--- src/rtl/tow_pkg.sv ---
// Shared definitions for the tug-of-war game: LFSR geometry, seed and
// the press-pulse contract used by both the human key path and the computer opponent.
package tow_pkg;

  localparam int LFSR_WIDTH = 10;

  // Feedback taps for x^10 + x^7 + 1 in XNOR Fibonacci form.
  localparam int TAP_HI = 9;
  localparam int TAP_LO = 6;

  // All-zeros is a legal state for the XNOR form; all-ones is the lock-up state.
  localparam logic [LFSR_WIDTH-1:0] LFSR_SEED = '0;

  // A press is a single-cycle, active-high pulse. The light and display FSMs
  // count one move per high cycle, so a source must never hold it for two cycles.
  localparam int PRESS_PULSE_CYCLES = 1;

endpackage

--- src/rtl/lfsr.sv ---
// XNOR Fibonacci LFSR that steps only when advance is high;
// asynchronous reset loads the package seed.
module lfsr
  import tow_pkg::*;
#(
  parameter int W = LFSR_WIDTH
) (
  input  logic         Clock,
  input  logic         Reset,
  input  logic         advance,
  output logic [W-1:0] q
);

  logic feedback;

  // XNOR keeps the all-zeros seed moving and parks the lock-up at all-ones.
  assign feedback = ~(q[TAP_HI] ^ q[TAP_LO]);

  always_ff @(posedge Clock or posedge Reset) begin
    if (Reset) begin
      q <= W'(LFSR_SEED);
    end else if (advance) begin
      q <= {q[W-2:0], feedback};
    end
  end

endmodule

--- src/rtl/cyber_player.sv ---
// Computer opponent: emits a one-cycle press pulse on a decision tick when
// the LFSR value is below the synchronized difficulty and the game is enabled.
module cyber_player
  import tow_pkg::*;
#(
  parameter int LFSR_W = LFSR_WIDTH,
  parameter int DIV_W  = 23
) (
  input  logic              Clock,
  input  logic              Reset,
  input  logic              enable,
  input  logic [LFSR_W-1:0] difficulty,
  output logic              press,
  output logic [LFSR_W-1:0] lfsr_q
);

  logic [LFSR_W-1:0] diff_meta;
  logic [LFSR_W-1:0] diff_s;
  logic [DIV_W-1:0]  div_q;
  logic              tick;
  logic              press_d;

  // Switches are asynchronous to Clock; two flops before the comparator.
  always_ff @(posedge Clock or posedge Reset) begin
    if (Reset) begin
      diff_meta <= '0;
      diff_s    <= '0;
    end else begin
      diff_meta <= difficulty;
      diff_s    <= diff_meta;
    end
  end

  always_ff @(posedge Clock or posedge Reset) begin
    if (Reset) begin
      div_q <= '0;
    end else begin
      div_q <= div_q + 1'b1;
    end
  end

  assign tick = &div_q;

  lfsr #(
    .W(LFSR_W)
  ) u_lfsr (
    .Clock   (Clock),
    .Reset   (Reset),
    .advance (tick),
    .q       (lfsr_q)
  );

  // The compare sees the pre-advance LFSR value; since all-ones is never
  // reached, an all-ones difficulty fires on every tick.
  always_comb begin
    press_d = 1'b0;
    if (tick && enable && (lfsr_q < diff_s)) begin
      press_d = 1'b1;
    end
  end

  always_ff @(posedge Clock or posedge Reset) begin
    if (Reset) begin
      press <= 1'b0;
    end else begin
      press <= press_d;
    end
  end

endmodule

--- config.mk ---
export PLATFORM = sky130hd
export DESIGN_NAME = cyber_player
export DESIGN_NICKNAME = d
export VERILOG_FILES = /design/src/rtl/tow_pkg.sv /design/src/rtl/lfsr.sv /design/src/rtl/cyber_player.sv
export SDC_FILE = /design/constraint.sdc
export NUM_CORES = 1
export LEC_CHECK = 0
export ABC_AREA = 0
export BUFFER_PORTS_ARGS = -buffer_cell sky130_fd_sc_hd__buf_4
export CAP_MARGIN = 15
export CORE_UTILIZATION = 58
export DETAILED_ROUTE_END_ITERATION = 10
export PLACE_DENSITY = 0.79
export SLEW_MARGIN = 25
export SYNTH_ARGS = -nofsm -noshare
export SYNTH_HDL_FRONTEND = slang
export SYNTH_SLANG_ARGS = --single-unit
--- constraint.sdc ---
create_clock -name Clock -period 3.4 [get_ports Clock]
set_input_delay 0.68 -clock Clock [delete_from_list [all_inputs] [get_ports Clock]]
set_output_delay 0.68 -clock Clock [all_outputs]
set_load 0.02 [all_outputs]
==> out/results.tsv <==
metric	value	unit
final WL	3500	um
Synth Net Count	186	
# H-tree levels	2	
via-per-instance ratio	5.25	
most frequent cells in the layout	dfrtp_1 (54), buf_4 (23), inv_1 (15)	
Die Wd	63.2	um
Avg Cell Area, Syn	13.3	sq um
routed via count	1254	
endpoints failing setup	0	
# clock sinks	54	
layout cell share with drive strength beyond 1	21.8	%
DR WL/cell	14.6	um
final hold vios	0	
total track usage	20.5	%
switching share of power	20.5	%
setup TNS	0	ps
flops & latches, synth	54	
initial drt markers	78	
PwrDens	421	nW/um^2
first-pass GRT wire length	6100	um
FF+latch area	1350	sq um
starting density of the core	62.6	%
Worst-Skew Late Latency	300	ps
library cells used by synthesis	28	
cell area after synthesis	2170	sq um
number of remaining DRC errors	0	
fin crit share	65.1	%
arrival time worst endpoint	2410	ps
Final Total Pwr	1.05	mW
Slew HR	42.0	%
max-slew violations	0	
Int Pwr	0.831	mW
top cells by area, synth	dfrtp_1 (62%), mux2_4 (6.2%), ha_1 (5.8%)	
Worst path slowest cell	or4_4	
worst-path fanout max	11	
largest net degree at the start of global routing	55	
cts hold-fix bufs	0	
IO Count	24	
antenna viol nets, final	0	
crit path capture type	flip-flop	
CP Class	flip-flop to flip-flop	
Syn Inst Count	163	
VDD IR max	0.000319	V
critical path, cell by cell	nand4_1 > or4_1 > or4_4 > mux2_4	
row cnt	21	
postcts setup bufs	0	
Core Region	3470	sq um
Max Cap Viol	0	
worst min-delay path class	flip-flop to flip-flop	
Ys Warns	0	
Leak	1.28	nW
Detail Placement HPWL	2380	um
crit-path max cell delay	660	ps
clk_skew	6.05	ps
Crit path required time	3590	ps
layout net count	215	
antenna cells	0	
area of the multi-input gates	749	sq um
Die Y	63.2	um
Psw	0.215	mW
Buf/Inv on CP	0	
Root Buffer	clkbuf_8	
Congestion Overflow GR	0	
Initial DRT Pass Iterations	4	
Fill cells	256	
crit-path leading delay family	simple AND/OR/NAND/NOR gates	
Peak Freq	452	MHz
clock power share	34.2	%
CTS tree	built	
clock slew at reported path FFs	90	ps
initial antenna violation count	0	
Slew @ Worst Pin	870	ps
power share of the sequential group	62.8	%
# port buffers	23	
die area	3990	sq um
Seq/Total Area, Yosys	62.2	%
Area Overhead vs Synth	14.3	%
area share of the largest cell type after synthesis	62.2	%
vias in the first global route	1297	
placer congestion estimate	0.751	
PostCTS Resize Cnt	0	
critical path launch point type	flip-flop	
clock tree buffer depth	2	
TritonCTS Buffers	5	
outcome	complete, no violations	
post-synth top area cell	dfrtp_1	
Tmin final	2210	ps
most common cell after layout, fill and taps aside	dfrtp_1	
RSZ-0062 raised after global routing	false	
combinational share of power	3.0	%
-- power by group through the flow --
| stage | combinational, mW | clock, mW | sequential [mW] |
|---|---|---|---|
| finish | 0.0311 | 0.358 | 0.657 |
| CTS | 0.0323 | 0.367 | 0.657 |
| global route | 0.0360 | 0.392 | 0.658 |
| global placement | 0.0302 | 0 | 0.669 |
| detailed placement | 0.0317 | 0 | 0.670 |
| floorplan | 0.0160 | 0 | 0.668 |
-- cell type report --
class	count	share of cell area, %
sequential	54	54.4
clock buffer	7	3.48
tap	46	2.32
clock inverter	1	0.202
multi-input combinational	92	30.2
timing repair buffer	23	6.95
inverter	16	2.47
-- path summary, 6_finish.rpt --
check	startpoint	endpoint	slack [ps]	cells past startpoint
setup / recovery	div_q[12]$_DFF_PP0_	u_lfsr.q[4]$_DFFE_PP0P_	1190	4
max in group asynchronous	Reset	diff_meta[3]$_DFF_PP0_	2360	2
hold / removal	diff_meta[6]$_DFF_PP0_	diff_s[6]$_DFF_PP0_	350	0
min in group asynchronous	Reset	div_q[11]$_DFF_PP0_	540	2
setup reg to reg	div_q[12]$_DFF_PP0_	u_lfsr.q[4]$_DFFE_PP0P_	1190	4
hold reg to reg	diff_meta[6]$_DFF_PP0_	diff_s[6]$_DFF_PP0_	350	0
-- synth_stat cells, drive strengths merged --
cell / instances
nand2: 7
nor3: 4
o211ai: 2
nand4: 4
xor2: 8
a21o: 1
a21oi: 1
a211o: 1
or2: 1
a211oi: 1
and4: 2
mux2: 10
nand3: 9
nand2b: 1
o2111a: 1
nand4b: 1
nor2b: 1
inv: 16
nand3b: 1
xnor2: 14
buf: 1
or4: 2
ha: 10
and3: 2
dfrtp: 54
nor2: 8
-- through the flow --
step	cell area, sq um	hold slack (ps)	worst slack [ps]	instances	util [%]
after floorplan	2170	331	1290	163	-
after global placement	2390	332	1260	231	68.9
after detailed placement	2390	337	1200	231	68.9
after CTS	2480	357	1190	239	71.6
after global routing	2480	366	1110	239	71.6
final	2480	354	1190	239	71.6
-- cells by family (layout without fill, tap and decap cells) --
group | count (synthesis) | in the layout | share of synthesized area [%]
adders and majority gates | 10 | 10 | 5.76
AOI/OAI and AO/OA | 7 | 7 | 2.53
DFF | 54 | 54 | 62.2
and+or+nand+nor | 43 | 43 | 10.6
xor gates and xnor gates | 22 | 22 | 8.87
buffers and inverters | 17 | 47 | 3.28
muxes | 10 | 10 | 6.74
-- registers in the layout, summed over array words and instances, names as in the netlist --
register	flops
diff_meta	10
u_lfsr.q	10
div_q	23
press	1
diff_s	10
-- per-layer routing --
layer	up-vias	global-route usage (%)	wire, um
li1	604	-	-
met1	610	27.1	1570
met2	32	30.9	1710
met3	8	5.98	136
met4	0	10.8	80
met5	-	0	0
(Power assumes the default switching activity.)
